[src/rtl/lcd_pkg.sv]
// Shared definitions for the HD44780 character LCD driver.
// Holds the LCD command bytes, the top-level sequencer states, the per-byte
// transaction phases and a helper that sizes the timing counters.
package lcd_pkg;

  localparam logic [7:0] LCD_FUNC_SET = 8'h38;  // 8-bit bus, 2 lines, 5x8 font
  localparam logic [7:0] LCD_DISP_ON  = 8'h0C;  // display on, cursor off, no blink
  localparam logic [7:0] LCD_ENTRY    = 8'h06;  // increment address, no shift
  localparam logic [7:0] LCD_CLEAR    = 8'h01;  // clear display (slow command)
  localparam logic [7:0] LCD_LINE1    = 8'h80;  // DDRAM address 0x00
  localparam logic [7:0] LCD_LINE2    = 8'hC0;  // DDRAM address 0x40

  typedef enum logic [1:0] {
    StPwrWait,
    StInit,
    StIdle,
    StFrame
  } lcd_state_e;

  typedef enum logic [1:0] {
    PhSetup,
    PhPulse,
    PhHold
  } lcd_phase_e;

  // Width of a counter able to hold the largest of the four cycle counts.
  function automatic int unsigned lcd_cnt_width(input int unsigned a, input int unsigned b,
                                                input int unsigned c, input int unsigned d);
    int unsigned m;
    m = a;
    if (b > m) m = b;
    if (c > m) m = c;
    if (d > m) m = d;
    return $clog2(m) + 1;
  endfunction

endpackage

[src/rtl/lcd_byte_writer.sv]
// Single-byte LCD write transaction engine.
// A start request latches byte/rs and plays out: one setup cycle with the
// enable low, EnPulseCycles with the enable high, then a wait with the enable
// low (ClearCycles when long_wait is set, CmdCycles otherwise). done_o is high
// in the last wait cycle so the caller can issue the next start in that same
// cycle and keep transactions back-to-back.
// Ports:
//   clk_i, rst_ni          clock, asynchronous active-low reset
//   start_i                begin a transaction (overrides any one in progress)
//   byte_i, rs_i           byte and register select to put on the bus
//   long_wait_i            use the clear-command wait length
//   lcd_data_o, lcd_rs_o   bus value, held for the whole transaction
//   lcd_en_o               enable strobe (registered)
//   done_o                 last cycle of the wait
module lcd_byte_writer
  import lcd_pkg::*;
#(
  parameter int unsigned EnPulseCycles = 12,
  parameter int unsigned CmdCycles     = 2000,
  parameter int unsigned ClearCycles   = 82000,
  parameter int unsigned CntW          = 18
) (
  input  logic       clk_i,
  input  logic       rst_ni,
  input  logic       start_i,
  input  logic [7:0] byte_i,
  input  logic       rs_i,
  input  logic       long_wait_i,
  output logic [7:0] lcd_data_o,
  output logic       lcd_rs_o,
  output logic       lcd_en_o,
  output logic       done_o
);

  lcd_phase_e      phase_q, phase_d;
  logic            busy_q, busy_d;
  logic [CntW-1:0] cnt_q, cnt_d;
  logic [7:0]      data_q, data_d;
  logic            rs_q, rs_d;
  logic            long_q, long_d;
  logic            en_q, en_d;
  logic [CntW-1:0] wait_last;

  always_comb begin
    wait_last = long_q ? CntW'(ClearCycles - 1) : CntW'(CmdCycles - 1);
    done_o    = busy_q && (phase_q == PhHold) && (cnt_q == wait_last);

    phase_d = phase_q;
    busy_d  = busy_q;
    cnt_d   = cnt_q;
    data_d  = data_q;
    rs_d    = rs_q;
    long_d  = long_q;

    if (start_i) begin
      busy_d  = 1'b1;
      phase_d = PhSetup;
      cnt_d   = '0;
      data_d  = byte_i;
      rs_d    = rs_i;
      long_d  = long_wait_i;
    end else if (busy_q) begin
      unique case (phase_q)
        PhSetup: begin
          phase_d = PhPulse;
          cnt_d   = '0;
        end
        PhPulse: begin
          if (cnt_q == CntW'(EnPulseCycles - 1)) begin
            phase_d = PhHold;
            cnt_d   = '0;
          end else begin
            cnt_d = cnt_q + CntW'(1);
          end
        end
        PhHold: begin
          if (done_o) begin
            busy_d = 1'b0;
          end else begin
            cnt_d = cnt_q + CntW'(1);
          end
        end
        default: phase_d = PhHold;
      endcase
    end

    // Enable is registered so it cannot glitch on phase decode.
    en_d = busy_d && (phase_d == PhPulse);
  end

  always_ff @(posedge clk_i or negedge rst_ni) begin
    if (!rst_ni) begin
      phase_q <= PhHold;
      busy_q  <= 1'b0;
      cnt_q   <= '0;
      data_q  <= '0;
      rs_q    <= 1'b0;
      long_q  <= 1'b0;
      en_q    <= 1'b0;
    end else begin
      phase_q <= phase_d;
      busy_q  <= busy_d;
      cnt_q   <= cnt_d;
      data_q  <= data_d;
      rs_q    <= rs_d;
      long_q  <= long_d;
      en_q    <= en_d;
    end
  end

  assign lcd_data_o = data_q;
  assign lcd_rs_o   = rs_q;
  assign lcd_en_o   = en_q;

endmodule

[src/rtl/lcd_display_driver.sv]
// HD44780 2-line character LCD driver.
// Waits out LCD power-up, sends the init command sequence, then repeatedly
// copies a snapshot of the packed character buffer to the display: line-1
// address, first half of the characters, line-2 address, second half.
// Ports:
//   clk, rst_n       clock, asynchronous active-low reset
//   DisplayBuffer    packed characters, char 0 in the most significant byte
//   RefreshEn        run frames back-to-back while high (sampled between frames)
//   LcdData, LcdRs   LCD DB7..DB0 and register select (1 = character data)
//   LcdRw            always 0, the bus is write-only
//   LcdEn            LCD enable strobe
//   Ready            init sequence complete, held until reset
//   FrameDone        one-cycle pulse at the end of each frame
module lcd_display_driver
  import lcd_pkg::*;
#(
  parameter int unsigned DisplayBufferSize = 256,
  parameter int unsigned PowerUpCycles     = 750000,
  parameter int unsigned EnPulseCycles     = 12,
  parameter int unsigned CmdCycles         = 2000,
  parameter int unsigned ClearCycles       = 82000
) (
  input  logic                         clk,
  input  logic                         rst_n,
  input  logic [DisplayBufferSize-1:0] DisplayBuffer,
  input  logic                         RefreshEn,
  output logic [7:0]                   LcdData,
  output logic                         LcdRs,
  output logic                         LcdRw,
  output logic                         LcdEn,
  output logic                         Ready,
  output logic                         FrameDone
);

  localparam int unsigned CntW =
      lcd_cnt_width(PowerUpCycles, ClearCycles, CmdCycles, EnPulseCycles);
  localparam int unsigned NumChars  = DisplayBufferSize / 8;
  localparam int unsigned HalfChars = NumChars / 2;
  // Frame index runs 0..NumChars+2 (two address commands plus the chars).
  localparam int unsigned IdxW = $clog2(NumChars + 3);

  if (PowerUpCycles == 0 || EnPulseCycles == 0 || CmdCycles == 0 || ClearCycles == 0)
  begin : g_bad_cycles
    $error("lcd_display_driver: cycle count parameters must be non-zero");
  end
  if ((DisplayBufferSize % 16) != 0 || DisplayBufferSize == 0 || DisplayBufferSize > 640)
  begin : g_bad_size
    $error("lcd_display_driver: DisplayBufferSize must be a non-zero multiple of 16, <= 640");
  end

  lcd_state_e                   state_q, state_d;
  logic [CntW-1:0]              pwr_cnt_q, pwr_cnt_d;
  logic [IdxW-1:0]              idx_q, idx_d;
  logic [DisplayBufferSize-1:0] frame_q, frame_d;
  logic                         ready_q, ready_d;
  logic                         frame_done_q, frame_done_d;

  logic                         wr_start;
  logic [7:0]                   wr_byte;
  logic                         wr_rs;
  logic                         wr_long;
  logic                         wr_done;
  logic [IdxW-1:0]              char_idx;
  logic [7:0]                   char_byte;

  // idx_q counts bytes already issued in the current init or frame sequence.
  always_comb begin
    char_idx = (idx_q <= IdxW'(HalfChars)) ? idx_q - IdxW'(1) : idx_q - IdxW'(2);
    char_byte = '0;
    for (int unsigned k = 0; k < NumChars; k++) begin
      if (char_idx == IdxW'(k)) char_byte = frame_q[(NumChars-1-k)*8 +: 8];
    end
  end

  always_comb begin
    state_d      = state_q;
    pwr_cnt_d    = pwr_cnt_q;
    idx_d        = idx_q;
    frame_d      = frame_q;
    ready_d      = ready_q;
    frame_done_d = 1'b0;
    wr_start     = 1'b0;
    wr_byte      = '0;
    wr_rs        = 1'b0;

    unique case (state_q)
      StPwrWait: begin
        if (pwr_cnt_q == CntW'(PowerUpCycles - 1)) begin
          wr_start  = 1'b1;
          wr_byte   = LCD_FUNC_SET;
          idx_d     = IdxW'(1);
          pwr_cnt_d = '0;
          state_d   = StInit;
        end else begin
          pwr_cnt_d = pwr_cnt_q + CntW'(1);
        end
      end
      StInit: begin
        if (wr_done) begin
          if (idx_q == IdxW'(4)) begin
            ready_d = 1'b1;
            state_d = StIdle;
          end else begin
            wr_start = 1'b1;
            wr_byte  = (idx_q == IdxW'(1)) ? LCD_DISP_ON :
                       (idx_q == IdxW'(2)) ? LCD_ENTRY : LCD_CLEAR;
            idx_d    = idx_q + IdxW'(1);
          end
        end
      end
      StIdle: begin
        if (RefreshEn) begin
          frame_d  = DisplayBuffer;
          wr_start = 1'b1;
          wr_byte  = LCD_LINE1;
          idx_d    = IdxW'(1);
          state_d  = StFrame;
        end
      end
      StFrame: begin
        if (wr_done) begin
          if (idx_q == IdxW'(NumChars + 2)) begin
            frame_done_d = 1'b1;
            state_d      = StIdle;
          end else begin
            wr_start = 1'b1;
            if (idx_q == IdxW'(HalfChars + 1)) begin
              wr_byte = LCD_LINE2;
            end else begin
              wr_byte = char_byte;
              wr_rs   = 1'b1;
            end
            idx_d = idx_q + IdxW'(1);
          end
        end
      end
      default: state_d = StPwrWait;
    endcase

    // Only the clear command needs the long wait; a 0x01 character does not.
    wr_long = !wr_rs && (wr_byte == LCD_CLEAR);
  end

  always_ff @(posedge clk or negedge rst_n) begin
    if (!rst_n) begin
      state_q      <= StPwrWait;
      pwr_cnt_q    <= '0;
      idx_q        <= '0;
      frame_q      <= '0;
      ready_q      <= 1'b0;
      frame_done_q <= 1'b0;
    end else begin
      state_q      <= state_d;
      pwr_cnt_q    <= pwr_cnt_d;
      idx_q        <= idx_d;
      frame_q      <= frame_d;
      ready_q      <= ready_d;
      frame_done_q <= frame_done_d;
    end
  end

  lcd_byte_writer #(
    .EnPulseCycles(EnPulseCycles),
    .CmdCycles    (CmdCycles),
    .ClearCycles  (ClearCycles),
    .CntW         (CntW)
  ) u_byte_writer (
    .clk_i      (clk),
    .rst_ni     (rst_n),
    .start_i    (wr_start),
    .byte_i     (wr_byte),
    .rs_i       (wr_rs),
    .long_wait_i(wr_long),
    .lcd_data_o (LcdData),
    .lcd_rs_o   (LcdRs),
    .lcd_en_o   (LcdEn),
    .done_o     (wr_done)
  );

  assign LcdRw     = 1'b0;
  assign Ready     = ready_q;
  assign FrameDone = frame_done_q;

endmodule

[config.mk]
export PLATFORM = sky130hd
export DESIGN_NAME = lcd_display_driver
export DESIGN_NICKNAME = d
export VERILOG_FILES = /design/src/rtl/lcd_pkg.sv /design/src/rtl/lcd_byte_writer.sv /design/src/rtl/lcd_display_driver.sv
export SDC_FILE = /design/constraint.sdc
export NUM_CORES = 1
export LEC_CHECK = 0
export CORE_UTILIZATION = 50
export CTS_CLUSTER_DIAMETER = 150
export DETAILED_ROUTE_END_ITERATION = 12
export HOLD_SLACK_MARGIN = 0.02
export PLACE_DENSITY = 0.72
export REMOVE_ABC_BUFFERS = 1
export SLEW_MARGIN = 20
export SYNTH_ARGS = -nofsm -noshare
export SYNTH_HDL_FRONTEND = slang
export SYNTH_SLANG_ARGS = --single-unit
[constraint.sdc]
create_clock -name clk -period 11.25 [get_ports clk]
set_input_delay 1.6875 -clock clk [delete_from_list [all_inputs] [get_ports clk]]
set_output_delay 1.6875 -clock clk [all_outputs]
set_load 0.05 [all_outputs]
-- Word-level counts from Yosys, hierarchy flattened
Cells that the tools add are included.
- register bits after elaboration: 322
- input bits: 259
- word-level logic and storage cells: 175
- $add $sub $neg: 5
- $lt $le $gt $ge: 1
- equality and inequality tests: 55
- mux-type cells: 86
- reduce and logical (&&, ||, !) cells: 15
- operator list (kind ; count):
    $mux 8 ; 36
    $mux 21 ; 5
    $eq 6x5->1 const B ; 17
    $pmux 21 s3 ; 1
    $eq 6x4->1 const B ; 8
    $mux 6 ; 8
    $add 21x1->21 const B ; 2
    $pmux 8 s4 ; 1
    $eq 6x3->1 const B ; 5
    $pmux 6 s4 ; 1
    $eq 21x20->1 const B ; 1
    $eq 21x21->1 ; 1
    $eq 21x4->1 const B ; 1
    $eq 6x2->1 const B ; 3
    $mux 2 ; 9
    $mux 1 ; 17
    $mux 17 ; 1
    $eq 6x1->1 const B ; 2
    $mux 4 ; 3
    $ne 2x2->1 const B ; 6
    $reduce_and 6->1 ; 2
    $eq 8x1->1 const B ; 1
    $pmux 2 s4 ; 1
    $add 6x1->6 const B ; 1
    other kinds (19) ; 29

-- Longest topological paths before layout
Gate-level depths: netlist (run 1).
- word-level depth: 41
- mapped depth: 18
- mapped depth without buffers: 11

-- By module
Synthesis (run 1) repeated with hierarchy kept, for this count alone.
- cells, all modules: 1526
- area total of the unflattened synthesis: 17075.1 µm²
- by module, submodules not included (module ; instances ; cells an instance ; area each (µm²) ; sequential area each (µm²)):
    lcd_display_driver ; 1 ; 1342 ; 15178.3 ; 7181.9
    lcd_byte_writer ; 1 ; 184 ; 1896.8 ; 877.1

-- Worst setup path after synthesis (run 1)
OpenSTA, ideal clock, no wires.
- kind: flip-flop to flip-flop
- start: register idx_q[0]
- end: register u_byte_writer.data_q[4] (netlist: u_byte_writer.lcd_data_o[4])
- setup time: 0.124 ns
- data arrival time: 3.891 ns
- setup slack: 7.235 ns
- cell stages (with the launch flop): 18
- path buffers: 6
- clock period less this slack: 4.015 ns
- cells stage by stage: dfrtp_1 -> buf_4 -> clkinv_1 -> clkbuf_1 -> buf_1 -> ha_1 -> or3b_1 -> a21oi_1 -> or3_1 -> buf_4 -> buf_6 -> o211a_2 -> buf_2 -> nand2_1 -> o311ai_0 -> a21oi_1 -> a211oi_1 -> nor2_1
- cells in the longest elaborated chain, start to end: 39
- ends and longest elaborated chain (what ; line ; source):
    start, declared ; lcd_display_driver.sv:53 ; logic [IdxW-1:0] idx_q, idx_d;
    start signal, assigned ; lcd_display_driver.sv:155 ; idx_q <= idx_d;
    $sub 6x2->6, or another cell as far along ; lcd_display_driver.sv:68 ; char_idx = (idx_q <= IdxW'(HalfChars)) ? idx_q - IdxW'(1) : idx_q - IdxW'(2);
    $mux 6 ; lcd_display_driver.sv:68 ;
    $logic_not 6->1 ; lcd_display_driver.sv:71 ; if (char_idx == IdxW'(k)) char_byte = frame_q[(NumChars-1-k)*8 +: 8];
    $mux 8 (32 in series) ; lcd_display_driver.sv:71 ;
    $mux 8 ; lcd_display_driver.sv:127 ; if (idx_q == IdxW'(HalfChars + 1)) begin
    $mux 8 ; lcd_display_driver.sv:122 ; if (idx_q == IdxW'(NumChars + 2)) begin
    $mux 8 ; lcd_display_driver.sv:121 ; if (wr_done) begin
    $pmux 8 s4 ; lcd_display_driver.sv:86 ; unique case (state_q)
    end signal, assigned ; lcd_byte_writer.sv:104 ; data_q <= data_d;
    end, declared ; lcd_byte_writer.sv:38 ; logic [7:0] data_q, data_d;
Several ways; a longest one is shown, not always the timed one.
A chain may end at the register's enable or synchronous reset.

-- Worst setup path after layout (run 1)
- start: register idx_q[1]
- end: register u_byte_writer.data_q[7] (netlist: u_byte_writer.lcd_data_o[7])
Same word-level chain as after synthesis.

==> results.yml, run 1 <==
outcome:
  status: "finished, final reports clean"
worst_setup_path:
  critPathMaxStageDelay_ns: 0.95
  end_kind: "flop"
  r2r-end: "u_byte_writer.lcd_data_o[7]"
  required_ns: 11.71
  crit_buf_inv: 3
  startpoint_type: "flop"
  critPathKind: "reg2reg"
  cpMaxStageDelayCell: "ha_1"
  reg2reg_slack_ns: 5.82
  path_cells: "clkinv_1 -> ha_1 -> o21ai_0 -> buf_4 -> o21ai_1 -> buf_4 -> a22o_1 -> o221ai_1 -> a211oi_1 -> nor4_1 -> o31a_1 -> o21ai_1"
  worst-path-max-fanout: 19
  reg2reg_depth: 12
  crit_arrival_ns: 5.90
  cpLargestDelayFamily: "compound AO/OA/AOI/OAI gates"
  r2r_start: "idx_q[1]"
detailed_routing:
  wirelength_um: 58600
  dr.pass1.iters: 5
  ant_nets: 0
  post_drt_via_cell_ratio: 5.90
  vias: 16200
  avgRoutedWirePerCell_um: 21.3
  drt_iter0_drc: 1490
  drc_errors: 0
clocking:
  cts_hold_buffers: 0
  cts_root_buf: "clkbuf_16"
  cts.sinks: 322
  clock_path_buffers: 3
  clk_pin_slew_worst_paths_ns: 0.05
  cts_tree: "done"
  clk_latency_ns: 0.54
  cts_buffers: 36
  cts_setup_buffers: 0
  cts.repair.resized: 0
  cts-htree-levels: 2
logic_synthesis:
  ys.flop_type: "dfrtp_1"
  syn_area_um2: 17200
  ys_ff_latch: 322
  synthCells: 2071
  synthArstFlopShare_pct: 100
  yosysWarnings: 0
  yosysUniqueCellTypes: 104
  postSynthAreaPerCell_um2: 8.30
  seq_area_frac_synth_pct: 46.9
  synth_edf_count: 0
sta:
  finalCriticalPeriod_ns: 5.43
  tightest_slew_ns: 1.07
  finalSetupTns_ns: 0
  hold_viol_final: 0
  setup_slack_ns: 5.82
  slew_headroom_pct: 28.0
  hold_ws_ns: 0.470
  finalMaxSlewViolations: 0
  setup_violations: 0
  rsz0062_at_grt: "false"
  max_freq_mhz: 184
  period_share_pct: 48.3
  skew_ns: 0.0300
layout:
  finalNonFillerCells: 2752
  drive_above_1_share_pct: 6.08
  final_common_cell: "nand2_1"
  fin_util_pct: 63.2
  n_antenna_cell: 0
  final_nets: 2556
  final_cell_mix: "nand2_1 (842), dfrtp_1 (320), clkdlybuf4s50_1 (269)"
  synthToLayoutAreaGrowth_pct: 24.0
die:
  num_rows: 67
  io_pins: 272
  fp.dieW_um: 187
  die_h_um: 187
  core_area_um2: 33700
  dieArea_um2: 35100
  initial_core_util_pct: 51.0
min_path:
  whs_path_depth: 2
  hold_class: "reg2reg"
  whs_endpoint: "Ready"
  hp-start: "Ready"
global_routing:
  grt_util_met2_pct: 52.2
  grt_max_degree: 105
  grt_pass1_wl_um: 91900
  grt_pass1_vias: 16100
  antenna_found_initial: 0
  grt_overflow: 0
  grt.busiest_layer: "met2"
  grtUsageTotal_pct: 33.6
  grt_use_met1_pct: 48.2
  grt_use_met3_pct: 4.82
placed_design:
  pre_cts_ws_ns: 6.03
  dp_cells: 2691
  hpwl_um: 43200
  gp_congestion: 0.942
  port-buffer-count: 270
power_and_ir_drop:
  max-vdd-ir-drop_mv: 0.124
  power_density_nw_per_um2: 116
  leakage_nw: 10.2
flow_run:
  maxCapViolCount: 0
==> sequential cells by signal, indices dropped and copies added, names as in the netlist <==
register	cells
frame_q	256
FrameDone	1
u_byte_writer.long_q	1
u_byte_writer.phase_q	2
idx_q	6
u_byte_writer.cnt_q	21
Ready	1
u_byte_writer.lcd_data_o	8
pwr_cnt_q	21
state_q	2
u_byte_writer.lcd_en_o	1
u_byte_writer.lcd_rs_o	1
u_byte_writer.busy_q	1
==> how the worst max path moves through the flow <==
stage	from	end	slack, ns	cells past startpoint
detailed placement	idx_q[1]	u_byte_writer.lcd_data_o[7]	6.03	12
CTS	idx_q[1]	u_byte_writer.lcd_data_o[7]	6.00	12
global route	idx_q[1]	u_byte_writer.lcd_data_o[7]	5.54	12
finish	idx_q[1]	u_byte_writer.lcd_data_o[7]	5.82	12
floorplan	RefreshEn	u_byte_writer.cnt_q[13]	3.14	7
global placement	idx_q[1]	u_byte_writer.lcd_data_o[7]	6.13	12
==> area by class of cell <==
cell class              instances  area [um2]
repair buffers                296        2920
inverters                      23        86.3
clock inverters                 9         149
clock buffers                  51        1050
multi-input cells            1603        8480
well taps                     448         561
fillers                      2914       12400
flip-flops and latches        322        8060
==> Yosys cell counts (10+ instances only) <==
cell | n | share of area (%)
o221ai_1 | 15 | 0.76
a221oi_1 | 15 | 0.76
nor2b_1 | 12 | 0.44
xnor2_1 | 17 | 0.87
clkbuf_1 | 86 | 1.9
inv_1 | 20 | 0.44
buf_4 | 10 | 0.44
or3_1 | 12 | 0.44
a211oi_1 | 15 | 0.66
o22ai_1 | 28 | 1.0
nor3_1 | 29 | 0.84
a21o_1 | 10 | 0.44
nor4_1 | 17 | 0.62
a22oi_1 | 21 | 0.92
a31oi_1 | 10 | 0.36
and3_1 | 17 | 0.62
buf_2 | 15 | 0.44
nand4_1 | 17 | 0.62
ha_1 | 15 | 1.1
a21oi_1 | 49 | 1.4
mux2i_1 | 11 | 0.64
xor2_1 | 15 | 0.76
nand3_1 | 47 | 1.4
nand2_1 | 842 | 18
o21ai_1 | 11 | 0.32
dfrtp_1 | 321 | 47
o21ai_0 | 75 | 2.2
nor2_1 | 78 | 1.7
a22o_1 | 16 | 0.82
o211ai_1 | 25 | 1.1
or4_1 | 10 | 0.44
==> worst reg2reg max path, cell delays in order, from the launching register on <==
cell      delay [ns]
dfrtp_1         0.82
clkinv_1        0.57
ha_1            0.95
o21ai_0         0.22
buf_4           0.24
o21ai_1         0.77
buf_4           0.35
a22o_1          0.17
o221ai_1        0.10
a211oi_1        0.53
nor4_1          0.14
o31a_1          0.35
o21ai_1         0.14
==> where the power goes <==
group	switching [mW]	internal, mW
Combinational	0.0360	0.0803
Clock	0.464	0.738
Sequential	0	1.16
==> cell families (layout without fill, tap and decap cells) <==
| logic type | after synthesis | in the layout | share of synthesized area (%) |
|---|---|---|---|
| and+or+nand+nor | 1147 | 1147 | 29.1 |
| AOI/OAI and AO/OA | 393 | 393 | 16.5 |
| DFF | 322 | 322 | 46.9 |
| buffers and inverters | 146 | 379 | 3.87 |
| xor gates and xnor gates | 32 | 32 | 1.63 |
| adders and majority gates | 15 | 15 | 1.09 |
| muxes | 15 | 15 | 0.925 |
| other | 1 | 1 | 0.0218 |
==> layer usage <==
layer / up-vias / wire, um
li1: 7558 / -
met1: 7929 / 26200
met2: 658 / 26600
met3: 101 / 3920
met4: 0 / 1850
met5: - / 0
==> per-stage QoR <==
step	total power, mW	cell area, um2
CTS	2.49	21300
floorplan	1.18	16600
global placement	1.30	20100
global route	2.55	21300
finish	2.48	21300
detailed placement	1.30	20100
No activity file was read; power rests on OpenSTA's default activity.
==> inputs of run 2 (changes only) <==
CORE_UTILIZATION = 49   (was 50)
PLACE_DENSITY = 0.74   (was 0.72)
clock period = 4.5 ns   (was 11.25 ns; I/O delays follow)
==> results.yml, run 2 (same netlist as run 1, synthesis figures left out) <==
layout:
  synthToLayoutAreaGrowth_pct: 26.3
  drive_above_1_share_pct: 7.71
  n_antenna_cell: 0
  finalNonFillerCells: 2804
  fin_util_pct: 62.8
  final_common_cell: "nand2_1"
  regMostFlops: "frame_q"
  reg_top3: "frame_q (256), pwr_cnt_q (21), u_byte_writer.cnt_q (21)"
  final_cell_mix: "nand2_1 (842), dfrtp_1 (320), clkdlybuf4s50_1 (269)"
  final_nets: 2598
  largest_reg_flops: 256
  nFillCells: 3014
global_routing:
  grt_pass1_vias: 16500
  grt_pass1_wl_um: 93600
  grt_overflow: 0
  grt_max_degree: 165
  antenna_found_initial: 1
  grtUsageTotal_pct: 33.9
worst_setup_path:
  required_ns: 4.98
  reg2reg_slack_ns: 0.30
  end_kind: "flop"
  worst-path-max-fanout: 13
  startpoint_type: "flop"
  reg2reg_depth: 12
  critPathKind: "reg2reg"
  crit_arrival_ns: 4.68
clocking:
  clk_pin_slew_worst_paths_ns: 0.06
  clk_latency_ns: 0.54
  cts_buffers: 36
  cts.sinks: 322
  clock_path_buffers: 3
  cts-htree-levels: 2
  cts_hold_buffers: 0
  cts_tree: "done"
  cts_root_buf: "clkbuf_16"
placed_design:
  pre_cts_ws_ns: 0.320
  gp_congestion: 0.974
  hpwl_um: 44600
  port-buffer-count: 270
  dp_cells: 2741
sta:
  finalCriticalPeriod_ns: 4.20
  finalMaxSlewViolations: 0
  rsz0062_at_grt: "false"
  tightest_slew_ns: 1.11
  setup_slack_ns: 0.303
  slew_headroom_pct: 25.5
  setup_violations: 0
  period_share_pct: 93.3
  max_freq_mhz: 238
  hold_viol_final: 0
  skew_ns: 0.0124
die:
  core_area_um2: 34500
  die_h_um: 189
  fp.dieW_um: 189
  initial_core_util_pct: 49.7
  dieArea_um2: 35800
  io_pins: 272
  num_rows: 68
detailed_routing:
  ant_nets: 0
  wirelength_um: 59300
  vias: 16400
  drc_errors: 0
  drt_iter0_drc: 1584
  dr.pass1.iters: 6
  post_drt_via_cell_ratio: 5.86
  avgRoutedWirePerCell_um: 21.2
power_and_ir_drop:
  max-vdd-ir-drop_mv: 0.321
  leakage_nw: 10.4
  power_density_nw_per_um2: 288
min_path:
  hold_class: "in2async"
flow_run:
  maxCapViolCount: 0
outcome:
  status: "finished, final reports clean"
==> run 2: report_power, final <==
| group | leakage, nW | switching [mW] | internal, mW |
|---|---|---|---|
| sequential | 4.38 | 0 | 2.90 |
| clock | 0.597 | 1.17 | 1.89 |
| combinational | 5.40 | 0.0900 | 0.201 |
==> run 2: metrics by stage <==
step / instance area (um2) / hold slack [ns] / total power, mW / setup TNS (ns)
after floorplan: 16600 / 0.379 / 2.95 / -409.00
after global placement: 20500 / 0.456 / 3.24 / 0
after detailed placement: 20500 / 0.462 / 3.24 / 0
after CTS: 21700 / 0.231 / 6.30 / 0
after global routing: 21700 / 0.246 / 6.44 / 0
final: 21700 / 0.134 / 6.25 / 0
==> run 2: critical path, cell delays in order, from the launching register on <==
cell     delay [ns]
dfrtp_1        0.53
inv_1          0.21
ha_1           0.33
nor3b_2        0.30
mux2_4         0.36
a211o_1        0.37
buf_4          0.25
or4_4          0.66
nor2_8         0.18
a21oi_1        0.11
o21a_1         0.18
o21ai_0        0.51
a21o_1         0.14
==> run 2: path summary, 6_finish.rpt <==
path,from,end
setup / recovery,idx_q[2],u_byte_writer.lcd_data_o[0]
hold / removal,rst_n,pwr_cnt_q[17]
setup reg to reg,idx_q[2],u_byte_writer.lcd_data_o[0]
hold reg to reg,frame_q[50],frame_q[50]
max in group asynchronous,rst_n,frame_q[114]
min in group clk,frame_q[50],frame_q[50]
==> run 2: per-layer routing <==
metal / GRT usage [%] / share of wire (%)
met4: 12.4 / 3.1
met1: 47.4 / 43
met3: 5.69 / 7.8
met2: 52.9 / 46
met5: 0 / 0
==> run 2: area by class of cell <==
cell class | instances | area [um2] | area share [%]
tap | 455 | 569 | 2.62
clock buffer | 52 | 1040 | 4.80
clock inverter | 11 | 189 | 0.871
sequential | 322 | 8060 | 37.2
inverter | 23 | 86.3 | 0.398
timing repair buffer | 338 | 3280 | 15.1
multi-input combinational | 1603 | 8470 | 39.0
==> run 2: what timing repair did <==
action | 4_1_cts | 5_1_grt
buffers inserted | 0 | 0
endpoints found under the setup margin | 0 | 1
gates resized for setup | 0 | 1
==> inputs of run 3 (changes only) <==
GPL_TIMING_DRIVEN = 0   (was default)
clock period = 3.7 ns   (was 4.5 ns; I/O delays follow)
==> results.yml, run 3 (same netlist as run 1, synthesis figures left out) <==
outcome:
  status: "finished with violations"
  violations: "negative setup slack"
detailed_routing:
  dr.pass1.iters: 8
  drc_errors: 0
  drt_iter0_drc: 2302
  avgRoutedWirePerCell_um: 21.5
  ant_nets: 0
  vias: 17500
  wirelength_um: 61500
  post_drt_via_cell_ratio: 6.12
sta:
  finalMaxSlewViolations: 0
  hold_viol_final: 0
  slew_headroom_pct: 28.7
  finalCriticalPeriod_ns: 3.81
  setup_slack_ns: -0.111
  rsz0062_at_grt: "true"
  max_freq_mhz: 262
  setup_violations: 3
  tightest_slew_ns: 1.07
  period_share_pct: 103
  skew_ns: 0.0310
layout:
  n_antenna_cell: 0
  reg_top3: "frame_q (256), pwr_cnt_q (21), u_byte_writer.cnt_q (21)"
  drive_above_1_share_pct: 13.0
  final_common_cell: "nand2_1"
  largest_reg_flops: 256
  synthToLayoutAreaGrowth_pct: 33.2
  final_nets: 2654
  regMostFlops: "frame_q"
  fin_util_pct: 66.3
  final_cell_mix: "nand2_1 (839), dfrtp_1 (316), clkdlybuf4s50_1 (269)"
global_routing:
  grtUsageTotal_pct: 33.7
  grt_overflow: 0
  grt_pass1_wl_um: 93300
  grt_max_degree: 97
  grt_pass1_vias: 16800
  antenna_found_initial: 0
worst_setup_path:
  path_common_cell: "o211ai_1"
  crit_buf_inv: 2
  crit_arrival_ns: 4.27
  cpMaxStageDelayCell: "o211ai_1"
  r2r_start: "idx_q[1]"
  startpoint_type: "flop"
  end_kind: "flop"
  cpLargestDelayFamily: "compound AO/OA/AOI/OAI gates"
  crit_start: "idx_q[1]"
  required_ns: 4.16
  path_cells: "clkinv_8 -> ha_1 -> nand2_1 -> o41ai_1 -> o211ai_1 -> nor3_4 -> buf_4 -> a22o_1 -> a31oi_1 -> o211ai_1 -> a211oi_2 -> nor2_1"
  worst-path-max-fanout: 13
  critPathMaxStageDelay_ns: 0.60
  critPathKind: "reg2reg"
placed_design:
  gp_congestion: 0.923
  port-buffer-count: 270
  hpwl_um: 40500
  pre_cts_ws_ns: -2.51
die:
  die_h_um: 189
  core_area_um2: 34500
  initial_core_util_pct: 49.7
  dieArea_um2: 35800
  io_pins: 272
  num_rows: 68
  fp.dieW_um: 189
power_and_ir_drop:
  max-vdd-ir-drop_mv: 0.267
  power_density_nw_per_um2: 335
  leakage_nw: 10.9
clocking:
  cts_tree: "done"
  clk_pin_slew_worst_paths_ns: 0.06
  cts_buffers: 36
  cts-htree-levels: 2
  cts_root_buf: "clkbuf_16"
  clk_latency_ns: 0.54
  clock_path_buffers: 3
  cts.sinks: 322
min_path:
  hold_class: "reg2reg"
  hp-start: "frame_q[26]"
flow_run:
  maxCapViolCount: 0
-- run 3: changes by cell type in the layout (fill, tap and decap cells not counted), moves of 7 or more --
cell / previous run / this run
buf_4: 63 / 90
nor3_1: 29 / 17
buf_8: 1 / 8
nor2_4: 0 / 8
nor2_1: 78 / 69
buf_6: 0 / 8
nor4_4: 4 / 11
-- run 3: worst min-delay path: cells and delay by family (launching register included) --
family           cells  cell delay, ns
AND/OR/NAND/NOR      2            0.10
flip-flops           1            0.34
-- run 3: stage by stage --
stage	setup TNS, ns	cell area [um2]	std cells	hold WS [ns]	total power [mW]
after floorplan	-610.96	16600	1948	0.259	3.59
after global placement	-5348.55	19900	2673	0.453	3.94
after detailed placement	-35.28	20400	2701	0.459	3.95
after CTS	-0.00491	22400	2818	0.474	7.69
after global routing	-0.506	22900	2860	0.489	7.84
final	-0.150	22900	2860	0.473	7.67
-- run 3: path summary, 6_finish.rpt --
check | depth (start not counted) | slack [ns] | endpoint
min in group asynchronous | 2 | 0.55 | u_byte_writer.cnt_q[20]
max in group asynchronous | 5 | 1.44 | frame_q[82]
min | 2 | 0.47 | frame_q[26]
min reg2reg | 2 | 0.47 | frame_q[26]
max reg2reg | 12 | -0.11 | u_byte_writer.lcd_data_o[4]
max | 12 | -0.11 | u_byte_writer.lcd_data_o[4]
-- run 3: area by class of cell --
type                            count  area [um2]
Fill cell                        2807       11700
Timing Repair inverter              1        8.76
Tap cell                          455         569
Inverter                           23         113
Clock inverter                     16         201
Clock buffer                       47        1040
Multi-Input combinational cell   1610        9060
Sequential cell                   322        8070
Timing Repair Buffer              386        3830
-- run 3: power by group --
part / total [mW] / leakage (nW) / switching, mW / internal [mW]
Combinational: 0.363 / 5.87 / 0.115 / 0.249
Clock: 3.79 / 0.606 / 1.52 / 2.27
Sequential: 3.52 / 4.38 / 0 / 3.52
Total: 7.67 / 10.9 / 1.63 / 6.04
-- run 3: layer usage --
layer,GRT usage (%),part of all wire [%],up-vias
met1,44.7,38,8277
met3,6.47,11,283
met4,17.9,6.1,0
li1,-,-,7773
met5,0,0,-
met2,52.3,44,1181
-- run 3: repair_timing --
item / 4_1_cts / 5_1_grt
cloned: 8 / 0
hold buffers: 1 / 0
hold endpoints to repair: 54 / 0
gates resized for setup: 81 / 28
pin swaps: 16 / 23
setup endpoints to repair: 31 / 19
buffers inserted: 45 / 42
==> RTL edit 1, RTL diff (config.mk and constraints of run 2) <==
Make the reset (`rst_n` and `rst_ni`) synchronous in 2 clocked blocks. Comments in the files are not updated.
--- a/src/rtl/lcd_byte_writer.sv
+++ b/src/rtl/lcd_byte_writer.sv
@@ -88,7 +88,7 @@
     en_d = busy_d && (phase_d == PhPulse);
   end
 
-  always_ff @(posedge clk_i or negedge rst_ni) begin
+  always_ff @(posedge clk_i) begin
     if (!rst_ni) begin
       phase_q <= PhHold;
       busy_q  <= 1'b0;
--- a/src/rtl/lcd_display_driver.sv
+++ b/src/rtl/lcd_display_driver.sv
@@ -141,7 +141,7 @@
     wr_long = !wr_rs && (wr_byte == LCD_CLEAR);
   end
 
-  always_ff @(posedge clk or negedge rst_n) begin
+  always_ff @(posedge clk) begin
     if (!rst_n) begin
       state_q      <= StPwrWait;
       pwr_cnt_q    <= '0;
Check against the original RTL: same outputs for any inputs over 10 cycles, from zero or initial values and one cycle with rst_n low; that may be too few to reach the edited logic, so the function may still have changed.
==> RTL edit 1 against run 2 <==
  * Combinational power is 5% higher
  * First-iteration DRC count is 13% lower
  * Final area is 7.1% lower
  * Sequential cell count stayed put
  * Via count is 5.1% lower
  * Worst hold slack better by 0.33 ns
  * Power is 4.5% lower
  * Wire length is 11% lower
  * Worst setup slack worse by 0.0014 ns
  * Final cell count is 4.2% lower
  * Core utilization is 0.73 points lower
  * Sequential power is 2% lower
  * Synthesized area is 6.2% lower
  * Highest routed layer unchanged
==> RTL edit 1: results <==
{
  "endpoint": "u_byte_writer.lcd_data_o[3]$_SDFFE_PN0P_",
  "cp_max_fo": 14,
  "antenna_found_initial": 0,
  "drive_gt1_share_pct": 5.66,
  "p_leak_nw": 6.62,
  "fin_crit_sh_pct": 93.3,
  "clk_path_buf_depth": 3,
  "track_usage_pct": 31.1,
  "dr.pass1.iters": 5,
  "critical_path_arrival_ns": 4.63,
  "via_per_inst": 5.80,
  "placed_area_um2": 19000,
  "peakVddDrop_v": 0.000180,
  "ys_top_cells_by_area": "dfxtp_1, nand2_1, a21boi_0",
  "hp-class": "flip-flop to flip-flop",
  "finalNetCount": 2498,
  "dp_hpwl_um": 37800,
  "drt_iter0_markers": 1379,
  "async_flop_share_pct": 0,
  "finalClockSkew_ns": 0.0112,
  "fillers": 2909,
  "gp_congestion": 0.926,
  "insertion_delay_ns": 0.52,
  "worstReg2RegStart": "idx_q[1]$_SDFFE_PN0P_",
  "clk_pin_slew_ns": 0.06,
  "synth.yosys.seq_area_share_pct": 40.0,
  "grt_max_degree": 134,
  "yosysUniqueCellTypes": 98,
  "wl_per_cell_um": 19.6,
  "reg2regPathDepth": 11,
  "dp_slack_ns": 0.208,
  "status": "finished, final reports clean",
  "synthFlopType": "dfxtp_1",
  "slew_headroom_pct": 30.3,
  "grt_pass1_vias": 15000,
  "synth_common_cells": "nand2_1, dfxtp_1, a21boi_0, clkbuf_1, nor2_1",
  "grt_pass1_wl_um": 82500
}
==> RTL edit 1: cell type report <==
cell class | instances | area (um^2) | share of cell area, %
tap | 442 | 553 | 2.74
multi-input combinational | 1551 | 8980 | 44.6
clock inverter | 6 | 57.6 | 0.286
inverter | 12 | 45.0 | 0.224
sequential | 322 | 6450 | 32.0
timing repair buffer | 301 | 3010 | 14.9
clock buffer | 52 | 1050 | 5.22
==> RTL edit 1: where the power goes <==
part	switching, mW	leakage, nW	internal [mW]
combinational	0.0757	3.48	0.231
clock	1.14	0.546	1.67
sequential	0.00173	2.59	2.85
==> RTL edit 1: what timing repair did <==
| item | 4_1_cts | 5_1_grt |
|---|---|---|
| endpoints found under the hold margin | 0 | 0 |
| resized for setup | 0 | 1 |
| endpoints found under the setup margin | 0 | 1 |
==> RTL edit 1: worst min path at each step <==
stage | from | end | slack (ns) | depth (start not counted)
after global routing | frame_q[57]$_SDFFE_PN0P_ | frame_q[57]$_SDFFE_PN0P_ | 0.48 | 2
after global placement | Ready$_SDFFE_PN0P_ | Ready$_SDFFE_PN0P_ | 0.45 | 1
after detailed placement | frame_q[33]$_SDFFE_PN0P_ | frame_q[33]$_SDFFE_PN0P_ | 0.46 | 2
after CTS | frame_q[176]$_SDFFE_PN0P_ | frame_q[176]$_SDFFE_PN0P_ | 0.47 | 2
after floorplan | frame_q[59]$_SDFFE_PN0P_ | frame_q[59]$_SDFFE_PN0P_ | 0.44 | 2
final | frame_q[169]$_SDFFE_PN0P_ | frame_q[169]$_SDFFE_PN0P_ | 0.47 | 2
==> RTL edit 1: metrics by stage <==
step / instances / hold slack (ns) / setup TNS, ns
after detailed placement: 2628 / 0.458 / 0
after CTS: 2686 / 0.466 / 0
after global placement: 2628 / 0.449 / 0
after floorplan: 1885 / 0.438 / -2890.44
after global routing: 2686 / 0.484 / 0
final: 2686 / 0.465 / 0
==> RTL edit 1: per-layer routing <==
metal	track usage (%)	part of all wire (%)	vias up	routed length [um]
met3	4.45	7.5	92	3940
li1	-	-	7504	-
met5	0	0	-	0
met1	42.2	43	7306	22800
met2	51.0	46	673	24300
met4	9.47	2.9	0	1500
==> RTL edit 1: cells by family after synthesis <==
kind of cell    share of synthesized area (%)
simple gates                             25.3
compound gates                           26.7
flops                                    40.0
buf+inv                                  4.46
xor+xnor                                 2.06
fa+ha+maj                                1.16
mux                                     0.349
other cells                            0.0233
==> RTL edit 1: worst max-delay path, stage by stage (launching register included) <==
cell and delay, ns:
dfxtp_1 0.64, inv_1 0.24, ha_1 0.31, nor4b_4 0.18, o21ai_1 0.47, o22a_1 0.73, nor4_4 0.18, nor2_1 0.28
o211ai_1 0.21, a21oi_1 0.35, o221ai_1 0.31, a31oi_1 0.21
==> RTL edit 2, RTL diff (settings of run 2) <==
Made on the original files. Set the parameter `PowerUpCycles` to 1500000 (it was 750000).
--- a/src/rtl/lcd_display_driver.sv
+++ b/src/rtl/lcd_display_driver.sv
@@ -15,7 +15,7 @@
   import lcd_pkg::*;
 #(
   parameter int unsigned DisplayBufferSize = 256,
-  parameter int unsigned PowerUpCycles     = 750000,
+  parameter int unsigned PowerUpCycles     = 1500000,
   parameter int unsigned EnPulseCycles     = 12,
   parameter int unsigned CmdCycles         = 2000,
   parameter int unsigned ClearCycles       = 82000
Formal check against the unedited RTL: same outputs for any inputs over 10 cycles, from zero or initial values and one cycle with rst_n low; that may be too few to reach the edited logic, so the function may still have changed.
==> RTL edit 2 against run 2 <==
  * Power rose by 2.3%
  * Final cell count fell by 2.2%
  * Wire length fell by 7.1%
  * Worst setup slack improved by 0.069 ns
  * Maximum frequency rose by 1.7%
  * Die area fell by 1.2%
  * Final area fell by 1.9%
  * Highest routed layer unchanged
  * Critical endpoint is now u_byte_writer.lcd_data_o[6]$_DFFE_PN0N_
  * Synthesized area fell by 1.2%
  * Critical path depth fell by 1
  * Critical path type unchanged
  * Combinational power rose by 53%
  * Largest power group is now sequential cells
  * Sequential cell count rose by 2
==> RTL edit 2: results <==
{
  "dr.pass1.iters": 5,
  "critical_path_arrival_ns": 4.55,
  "fillers": 2890,
  "gp_congestion": 0.961,
  "track_usage_pct": 31.2,
  "reg_top3": "frame_q x256, pwr_cnt_q x22, u_byte_writer.cnt_q x22",
  "nFlopsAndLatches": 324,
  "grt_use_met2_pct": 49.3,
  "wl_met2_um": 25300,
  "met3_usage_pct": 3.74,
  "nNonClkInverters": 19,
  "cp_max_fo": 13,
  "insertion_delay_ns": 0.52,
  "top_layer": "met4",
  "p_per_area_nw_per_um2": 301,
  "peakVddDrop_v": 0.000275,
  "wl_met3_um": 4150,
  "cts_max_level": 2,
  "synth.yosys.seq_area_share_pct": 47.8,
  "synthFlopType": "dfrtp_1",
  "wl_met1_um": 24000,
  "routed_wl_um": 55100,
  "dp_slack_ns": 0.425,
  "clkCellAreaFrac_pct": 5.24,
  "cp_slowest_cell": "nor4_1",
  "grt_pass1_wl_um": 87100,
  "dp_hpwl_um": 40800,
  "dp.cells": 2684,
  "cpPeakStageDelay_ns": 0.83,
  "r2r_slack_ns": 0.37,
  "placed_area_um2": 20200,
  "worst_pin_slew_ns": 1.08,
  "drt_iter0_markers": 1475,
  "grt_max_degree": 136,
  "path_delay_family": "simple AND/OR/NAND/NOR gates",
  "cts_buffers": 35,
  "finalNonFillerCells": 2742,
  "num-multi-input-gates": 1578,
  "finalNetCount": 2547,
  "antenna_found_initial": 0,
  "routed-via-count": 16000,
  "r2r-end": "u_byte_writer.lcd_data_o[6]$_DFFE_PN0N_",
  "finalClockSkew_ns": 0.0156,
  "multi_input_area_um2": 8300,
  "use_met1_pct": 45.0,
  "drive_gt1_share_pct": 7.15,
  "status": "finished, final reports clean",
  "holdWs_ns": 0.236,
  "synth_common_cells": "nand2_1, dfrtp_1, nor2_1, o21ai_0, clkbuf_1",
  "buffer_area_share_pct": 14.7,
  "ys_top_cells_by_area": "dfrtp_1, nand2_1, o21ai_0",
  "p_leak_nw": 9.95,
  "rows": 67,
  "async_flop_share_pct": 100,
  "seq_share_pct": 38.1,
  "avgSynthCellArea_um2": 8.34,
  "nonClockBufferCount": 315,
  "reg2regPathDepth": 11
}
[RTL edit 2: cell types whose count changed after synthesis, sizes merged, moves of 11 or more]
cell           run 2  this run
or4               13         1
a22o              16         5
o211ai            26        13
nand2            843       855
o21ai             86        98
a21oi             51        64
nor2              84        98
[RTL edit 2: worst max-delay path by stage]
stage | from | endpoint | slack (ns) | cells past startpoint
after floorplan | state_q[1]$_DFFE_PN0P_ | u_byte_writer.lcd_data_o[4]$_DFFE_PN0N_ | -10.86 | 9
after global placement | idx_q[2]$_DFFE_PN0P_ | u_byte_writer.lcd_data_o[6]$_DFFE_PN0N_ | 0.56 | 11
after detailed placement | idx_q[2]$_DFFE_PN0P_ | u_byte_writer.lcd_data_o[6]$_DFFE_PN0N_ | 0.43 | 11
after CTS | idx_q[2]$_DFFE_PN0P_ | u_byte_writer.lcd_data_o[6]$_DFFE_PN0N_ | 0.42 | 11
after global routing | idx_q[2]$_DFFE_PN0P_ | u_byte_writer.lcd_data_o[6]$_DFFE_PN0N_ | 0.17 | 12
final | idx_q[2]$_DFFE_PN0P_ | u_byte_writer.lcd_data_o[6]$_DFFE_PN0N_ | 0.37 | 11
[RTL edit 2: cells by family (layout without fill, tap and decap cells)]
family / count (synthesis) / after routing / synth area share (%)
adders and majority gates: 15 / 15 / 1.11
other: 1 / 1 / 0.0221
DFF: 324 / 324 / 47.8
and+or+nand+nor: 1127 / 1127 / 28.0
muxes: 29 / 29 / 2.10
xor gates and xnor gates: 27 / 27 / 1.39
buffers and inverters: 135 / 392 / 3.46
AOI/OAI and AO/OA: 379 / 379 / 16.1
[RTL edit 2: where the power goes]
part	switching (mW)	internal, mW	leakage, nW
Combinational	0.175	0.270	5.24
Sequential	0.108	3.03	4.16
Clock	1.14	1.67	0.551
